<file path="config.mk">
export PLATFORM = sky130hd
export DESIGN_NAME = vbuf_mem_arbiter
export DESIGN_NICKNAME = d
export VERILOG_FILES = /design/src/rtl/vga3_pkg.sv /design/src/rtl/vbuf_fetch_addr.sv /design/src/rtl/vbuf_mem_arbiter.sv
export SDC_FILE = /design/constraint.sdc
export NUM_CORES = 1
export LEC_CHECK = 0
export CORE_MARGIN = 2
export CORE_UTILIZATION = 43
export CTS_CLUSTER_SIZE = 40
export DETAILED_ROUTE_END_ITERATION = 12
export GPL_ROUTABILITY_DRIVEN = 0
export PLACE_DENSITY = 0.72
export SYNTH_ARGS = -nofsm -noshare
export SYNTH_HDL_FRONTEND = slang
export SYNTH_SLANG_ARGS = --single-unit
</file>
<file path="constraint.sdc">
create_clock -name Clk -period 3.8 [get_ports Clk]
set_input_delay 0.38 -clock Clk [delete_from_list [all_inputs] [get_ports Clk]]
set_output_delay 0.38 -clock Clk [all_outputs]
set_load 0.01 [all_outputs]
</file>
<file path="src/rtl/vga3_pkg.sv">
// Shared types and constants for the VGA frame-buffer path.
package vga3_pkg;

  typedef enum logic [1:0] {
    IDLE  = 2'd0,
    READ  = 2'd1,
    WRITE = 2'd2
  } state_e;

  typedef enum logic {
    GRANT_VIDEO = 1'b0,
    GRANT_HOST  = 1'b1
  } grant_e;

  localparam int unsigned FRAME_BYTES_640X480 = 640 * 480 * 6 / 8;

endpackage

</file>
<file path="src/rtl/vbuf_fetch_addr.sv">
// Sequential frame fetch address with rewind, increment and end-of-frame flag.
module vbuf_fetch_addr #(
  parameter int unsigned AWIDTH      = 18,
  parameter int unsigned FRAME_BYTES = 230400
) (
  input  logic              clk_i,
  input  logic              rst_i,
  input  logic              clear_i,
  input  logic              incr_i,
  output logic [AWIDTH-1:0] addr_o,
  output logic              done_o
);

  localparam int unsigned AW1 = AWIDTH + 1;
  // One spare bit so the counter can sit at FRAME_BYTES == 2^AWIDTH.
  localparam logic [AWIDTH:0] LIMIT = AW1'(FRAME_BYTES);

  logic [AWIDTH:0] addr_q, addr_d;

  always_comb begin
    addr_d = addr_q;
    if (clear_i) begin
      addr_d = '0;
    end else if (incr_i && !done_o) begin
      addr_d = addr_q + 1'b1;
    end
  end

  always_ff @(posedge clk_i or posedge rst_i) begin
    if (rst_i) begin
      addr_q <= '0;
    end else begin
      addr_q <= addr_d;
    end
  end

  assign addr_o = addr_q[AWIDTH-1:0];
  assign done_o = (addr_q >= LIMIT);

endmodule

</file>
<file path="src/rtl/vbuf_mem_arbiter.sv">
// Frame-buffer SRAM port owner: round-robin between video fetch and host writes.
module vbuf_mem_arbiter
  import vga3_pkg::*;
#(
  parameter int unsigned AWIDTH        = 18,
  parameter int unsigned DWIDTH        = 8,
  parameter int unsigned ACCESS_CYCLES = 2,
  parameter int unsigned FRAME_BYTES   = FRAME_BYTES_640X480
) (
  input  logic              Clk,
  input  logic              Reset,
  input  logic              FrameStart,
  input  logic              FifoFull,
  output logic [DWIDTH-1:0] ByteOut,
  output logic              ByteStrobe,
  input  logic              HostReq,
  input  logic [AWIDTH-1:0] HostAddr,
  input  logic [DWIDTH-1:0] HostData,
  output logic              HostAck,
  output logic [AWIDTH-1:0] SramAddr,
  output logic [DWIDTH-1:0] SramDataOut,
  input  logic [DWIDTH-1:0] SramDataIn,
  output logic              SramOe,
  output logic              SramWe
);

  localparam int unsigned CW = (ACCESS_CYCLES > 1) ? $clog2(ACCESS_CYCLES) : 1;

  state_e            state_q, state_d;
  grant_e            last_q, last_d;
  logic [CW-1:0]     cnt_q, cnt_d;
  logic              kill_q, kill_d;
  logic [AWIDTH-1:0] addr_q, addr_d;
  logic [DWIDTH-1:0] dout_q, dout_d;
  logic [DWIDTH-1:0] byte_q, byte_d;
  logic              oe_q, oe_d, we_q, we_d, strobe_q, strobe_d, ack_q, ack_d;

  logic [AWIDTH-1:0] fetch_addr;
  logic              fetch_done, fetch_incr;
  logic              vreq, hreq, cnt_last;

  vbuf_fetch_addr #(
    .AWIDTH      (AWIDTH),
    .FRAME_BYTES (FRAME_BYTES)
  ) u_fetch (
    .clk_i   (Clk),
    .rst_i   (Reset),
    .clear_i (FrameStart),
    .incr_i  (fetch_incr),
    .addr_o  (fetch_addr),
    .done_o  (fetch_done)
  );

  assign vreq     = !FifoFull && !fetch_done;
  // A request still high during its own Ack cycle is not the next request yet.
  assign hreq     = HostReq && !ack_q;
  assign cnt_last = (cnt_q == CW'(ACCESS_CYCLES - 1));

  always_comb begin
    state_d    = state_q;
    last_d     = last_q;
    cnt_d      = cnt_q;
    kill_d     = kill_q;
    addr_d     = addr_q;
    dout_d     = dout_q;
    byte_d     = byte_q;
    oe_d       = oe_q;
    we_d       = we_q;
    strobe_d   = 1'b0;
    ack_d      = 1'b0;
    fetch_incr = 1'b0;
    case (state_q)
      IDLE: begin
        if (vreq && (!hreq || last_q == GRANT_HOST)) begin
          state_d = READ;
          cnt_d   = '0;
          addr_d  = fetch_addr;
          oe_d    = 1'b1;
          // A rewind in the grant cycle makes this fetch stale as well.
          kill_d  = FrameStart;
        end else if (hreq) begin
          state_d = WRITE;
          cnt_d   = '0;
          addr_d  = HostAddr;
          dout_d  = HostData;
          we_d    = 1'b1;
        end
      end
      READ: begin
        kill_d = kill_q || FrameStart;
        if (cnt_last) begin
          state_d = IDLE;
          last_d  = GRANT_VIDEO;
          oe_d    = 1'b0;
          if (!(kill_q || FrameStart)) begin
            byte_d     = SramDataIn;
            strobe_d   = 1'b1;
            fetch_incr = 1'b1;
          end
        end else begin
          cnt_d = cnt_q + 1'b1;
        end
      end
      WRITE: begin
        if (cnt_last) begin
          state_d = IDLE;
          last_d  = GRANT_HOST;
          we_d    = 1'b0;
          ack_d   = 1'b1;
        end else begin
          cnt_d = cnt_q + 1'b1;
        end
      end
      default: state_d = IDLE;
    endcase
  end

  always_ff @(posedge Clk or posedge Reset) begin
    if (Reset) begin
      state_q  <= IDLE;
      last_q   <= GRANT_HOST;
      cnt_q    <= '0;
      kill_q   <= 1'b0;
      addr_q   <= '0;
      dout_q   <= '0;
      byte_q   <= '0;
      oe_q     <= 1'b0;
      we_q     <= 1'b0;
      strobe_q <= 1'b0;
      ack_q    <= 1'b0;
    end else begin
      state_q  <= state_d;
      last_q   <= last_d;
      cnt_q    <= cnt_d;
      kill_q   <= kill_d;
      addr_q   <= addr_d;
      dout_q   <= dout_d;
      byte_q   <= byte_d;
      oe_q     <= oe_d;
      we_q     <= we_d;
      strobe_q <= strobe_d;
      ack_q    <= ack_d;
    end
  end

  assign ByteOut     = byte_q;
  assign ByteStrobe  = strobe_q;
  assign HostAck     = ack_q;
  assign SramAddr    = addr_q;
  assign SramDataOut = dout_q;
  assign SramOe      = oe_q;
  assign SramWe      = we_q;

endmodule

</file>
### After elaboration in Yosys (flattened, before gate mapping)

Cells that the tools add are included.

* bits in registers: 62
* input bits: 39
* word-level logic and storage cells: 80

* add/subtract/negate cells: 2
* order comparisons: 1
* equality and inequality tests: 9
* muxes and demuxes: 27
* bitwise gates (word level): 2
* reductions and logical operators: 27

Operators with widths (number)
* $mux W19: 2
* $mux W18: 2
* $add A19 B1 Y19 const B: 1
* $ge A19 B18 Y1 const B: 1
* $mux W1: 14
* $reduce_and A3 Y1: 4
* $reduce_bool A2 Y1: 6
* $ne A2 B2 Y1 const B: 5
* $pmux W1 S2: 5
* $reduce_and A2 Y1: 4
* $mux W2: 3
* $logic_and A1 B1 Y1: 4
* $logic_not A1 Y1: 4
* $pmux W2 S2: 1
* $reduce_and A4 Y1: 1
* $ne A3 B3 Y1 const B: 1
* $eq A2 B1 Y1 const B: 1
* $eq A2 B2 Y1 const B: 1
* $logic_not A2 Y1: 1
* $logic_or A1 B1 Y1: 2
* $ne A2 B1 Y1 const B: 1
* $not A1 Y1: 2
* $reduce_or A2 Y1: 1
* $add A1 B1 Y1 const B: 1

### Depth between registers and ports, before layout

* depth after elaboration: 7
* depth in mapped cells: 8
* mapped depth without buffers: 7

### Cells and area by module

Synthesis repeated with hierarchy kept, for this count alone.

* cell total of the unflattened synthesis: 341
* area, all modules: 3529.6 um2

By module, submodules not included
* vbuf_mem_arbiter: times used 1, cells an instance 210, area an instance 2327.2 um2
* vbuf_fetch_addr: times used 1, cells an instance 131, area an instance 1202.4 um2

### Worst setup path after synthesis

No wires, ideal clock.

* path type: register to register
* start point: register state_q[1]
* end point: register u_fetch.addr_q[7]
* setup time: 0.132 ns
* arrival: 1.584 ns
* path slack: 2.084 ns
* cell stages (with the launch flop): 9
* cell sequence: dfrtp_1 -> inv_1 -> ha_1 -> nand4bb_2 -> buf_2 -> nor3_2 -> nand4_1 -> xor2_1 -> nor2_1

* longest elaborated chain between the ends: 4

Ends and longest elaborated chain
* start: declaration: RTL line vbuf_mem_arbiter.sv:29 `state_e state_q, state_d;`
* start signal: assignment: RTL line vbuf_mem_arbiter.sv:132 `state_q <= state_d;`
* $eq A2 B1 Y1: RTL line vbuf_mem_arbiter.sv:72 `case (state_q)`
* $mux W1: RTL line vbuf_mem_arbiter.sv:72
* $logic_and A1 B1 Y1: RTL line vbuf_fetch_addr.sv:24 `end else if (incr_i && !done_o) begin`
* $reduce_bool A2 Y1 (no source line)
* end signal: assignment: RTL line vbuf_fetch_addr.sv:33 `addr_q <= addr_d;`
* end: declaration: RTL line vbuf_fetch_addr.sv:18 `logic [AWIDTH:0] addr_q, addr_d;`

No other way between the ends.
A chain may end at the register's enable or synchronous reset.

### Worst setup path in the final report

* start point: input FrameStart
* end point: register u_fetch.addr_q[15]

* longest elaborated chain between the ends: 6

Ends and longest elaborated chain
* start: declaration: RTL line vbuf_mem_arbiter.sv:12 `input logic FrameStart,`
* $logic_or A1 B1 Y1: RTL line vbuf_mem_arbiter.sv:95 `if (!(kill_q || FrameStart)) begin`
* $mux W1: RTL line vbuf_mem_arbiter.sv:95
* $mux W1: RTL line vbuf_mem_arbiter.sv:91 `if (cnt_last) begin`
* $mux W1: RTL line vbuf_mem_arbiter.sv:72
* $logic_and A1 B1 Y1: RTL line vbuf_fetch_addr.sv:24
* $reduce_bool A2 Y1 (no source line)

Several ways; a longest one is shown, not always the timed one.

==> summary.md <==
| Metric | Value |
|---|---|
| Antenna Nets Post-Route | 0 |
| Slew Limit Fails | 0 |
| Post-synth top area cell | dfrtp_1 |
| Global route total overflow | 0 |
| # diodes | 0 |
| TritonCTS buffer count | 9 |
| Switching Fraction | 33.2% |
| Vias per inst | 5.33 |
| Inst Count DP | 437 |
| Sequential-to-total area share from yosys stat | 52.8% |
| Cell count after synthesis | 288 |
| Synth top area share | 51.9% |
| Post-synth cell types | 47 |
| Seq pwr share | 37.1% |
| Die ar. | 0.00751 sq mm |
| Number of synthesized flops with an enable pin | 0 |
| Setup crit end kind | flop |
| Area Growth Syn to Fin | 35.0% |
| Layout cells sized above 1 | 11.8% |
| Most frequent cell after synthesis | dfrtp_1 |
| Final WL | 6630 um |
| Residual DRC count | 0 |
| Vias in the first global route | 2462 |
| Final worst setup slack | 1510 ps |
| Worst-path clk slew | 70 ps |
| Std cell rows | 30 |
| Pre-CTS WS | 1220 ps |
| Post-Layout Cell Count | 453 |
| Area post-placement | 0.00377 sq mm |
| Layout fillers | 569 |
| Total I/O pin count | 77 |
| GRT Total Usage | 19.2% |
| RSZ-0062 raised after global routing | false |
| Via count | 2416 |
| Fmax | 437 MHz |
| Comb pwr share | 41.8% |
| DP Wirelength | 4740 um |
| Hold WC Path Type | reg2reg |
| Actual slew at the worst max-slew pin | 865 ps |
| Clk buf depth | 2 |
| Synthesized net count | 332 |
| IO buf count | 76 |
| Slew HR | 42.3% |
| Finish-stage setup viols | 0 |
| Ys async rst share | 100% |
| Post-layout min period | 2290 ps |
| Die Height | 86.7 um |
| Crit Path Max Fanout | 23 |
| H-tree depth | 3 |
| Outcome | finished, final reports clean |
| Clk sink count | 62 |
| Post-route clock period utilization | 60.2% |
| Max cap viols | 0 |
| Hold Fails Final Rpt | 0 |
| Clk root buf | clkbuf_8 |
| Power Density | 699 mW/mm^2 |
| Register bit total from synthesis | 62 |
| Top cells by count, synth | dfrtp_1 (61), nor2_1 (53), nand2_1 (32) |
| Leak | 1.72 nW |
| CP startpoint kind | primary input |
| Starting Density | 43.7% |
| Worst IR Drop VDD | 0.251 mV |
| First-pass GRT wire length | 11300 um |
| P_sw | 0.000920 W |
| Hold-fix buffers, CTS | 0 |
| Most area-consuming cells after synthesis | dfrtp_1 (52%), nor2_1 (6.8%), nand2_1 (4.1%) |
| # nets final | 412 |
| Core Region | 0.00672 sq mm |
| Resized Gates After CTS | 0 |
| Setup_tns | 0 ps |
| Syn avg cell area | 10.2 sq um |
| Worst path required time | 4060 ps |
| Clock skew | 7.40 ps |
| Arrival time at the worst endpoint | 2550 ps |
| Clk Latency, worst-skew pair | 340 ps |
| Largest net degree at the start of global routing | 44 |
| Clock group share of total power | 21.1% |
| Kind of critical path | in2reg |
| DR pass1 iterations | 4 |
| DR WL/cell | 14.6 um |
| Die W | 86.7 um |
| Synth warn | 0 |
| Primary FF master, synth | dfrtp_1 |
| Iter 0 DRT Violations | 128 |
| TritonCTS clock tree | yes |
| Setup Fix Bufs, Post-CTS | 0 |
| Pint | 0.00185 W |
| Post-Syn Area | 0.00294 sq mm |
| Initial antenna violation count | 0 |
| Final Instance Area | 0.00397 sq mm |
-- final cells by class --
class	instances	area, sq um	share of cell area (%)
clock buffer	13	159	4.01
tap	80	100	2.52
sequential	62	1550	39.1
timing repair buffer	79	783	19.7
inverter	8	30.0	0.757
multi-input combinational	208	1300	32.8
clock inverter	3	42.5	1.07
-- state kept, by name, summed over array words and instances (netlist names) --
name / flops
SramAddr: 18
state_q: 2
ByteOut: 8
SramOe: 1
ByteStrobe: 1
HostAck: 1
last_q: 1
cnt_last: 1
u_fetch.addr_q: 19
kill_q: 1
SramWe: 1
SramDataOut: 8
-- cell usage in the layout (no fill, tap or decap), drive strengths merged --
cell	Yosys	final
a21o	4	4
a21oi	11	11
a221oi	3	3
a311oi	1	1
a31oi	1	1
and2	2	2
and3	5	5
and4	1	1
buf	6	3
bufinv	0	1
clkbuf	4	13
clkdlybuf4s50	0	76
clkinv	1	2
clkinvlp	0	1
dfrtp	61	61
dfstp	1	1
ha	5	5
inv	7	7
mux2	9	9
nand2	33	33
nand2b	3	3
nand3	9	9
nand3b	4	4
nand4	9	9
nand4bb	1	1
nor2	54	54
nor2b	2	2
nor3	5	5
nor4	2	2
o21ai	9	9
o22ai	15	15
o2bb2ai	3	3
o31ai	1	1
o32ai	1	1
or3	2	2
or3b	1	1
xor2	12	12
-- layer usage --
metal	vias to the layer above	GRT usage [%]	part of all wire, %	wire [um]
met5	-	0	0	0
met4	0	10.1	2.0	135
met3	17	4.10	4.1	270
met2	61	29.5	48	3160
met1	1164	25.5	46	3060
li1	1174	-	-	-
-- per-stage QoR --
step / hold slack [ps] / util [%] / total power (W)
floorplan: 484 / - / 0.00168
global placement: 473 / 56.1 / 0.00219
detailed placement: 465 / 56.1 / 0.00221
CTS: 492 / 59.1 / 0.00281
global route: 523 / 59.1 / 0.00297
finish: 481 / 59.1 / 0.00277
-- final timing paths --
| kind | startpoint | end | slack, ps | depth (start not counted) |
|---|---|---|---|---|
| max reg2reg | state_q[1] | u_fetch.addr_q[15] | 1540 | 7 |
| max in group asynchronous | Reset | SramOe | 2460 | 3 |
| max | FrameStart | u_fetch.addr_q[15] | 1510 | 7 |
| min reg2reg | ByteOut[5] | ByteOut[5] | 480 | 2 |
| min in group asynchronous | Reset | SramDataOut[2] | 530 | 2 |
| min | ByteOut[5] | ByteOut[5] | 480 | 2 |
-- logic make-up (layout without fill, tap and decap cells) --
| family | count (synthesis) | after routing | synth area share [%] |
|---|---|---|---|
| simple gates | 133 | 133 | 23.0 |
| buf+inv | 18 | 103 | 2.94 |
| mux | 9 | 9 | 4.21 |
| xor+xnor | 12 | 12 | 3.58 |
| compound gates | 49 | 49 | 11.3 |
| flops | 62 | 62 | 52.8 |
| fa+ha+maj | 5 | 5 | 2.13 |
-- power by group through the flow --
stage | registers [W] | clock network [W] | logic (W)
3_3_place_gp | 0.00104 | 0 | 0.00115
5_1_grt | 0.00106 | 0.000631 | 0.00128
3_5_place_dp | 0.00104 | 0 | 0.00117
2_1_floorplan | 0.00112 | 0 | 0.000559
4_1_cts | 0.00103 | 0.000598 | 0.00118
6_report | 0.00103 | 0.000585 | 0.00116
-- worst max-delay path, cell delays in order --
cell             delay (ps)
clkdlybuf4s50_1         400
buf_4                   210
nand4bb_2               500
nor4_2                  570
nand3_1                 210
xor2_1                  180
nor2_1                  100
(Power assumes the default switching activity.)
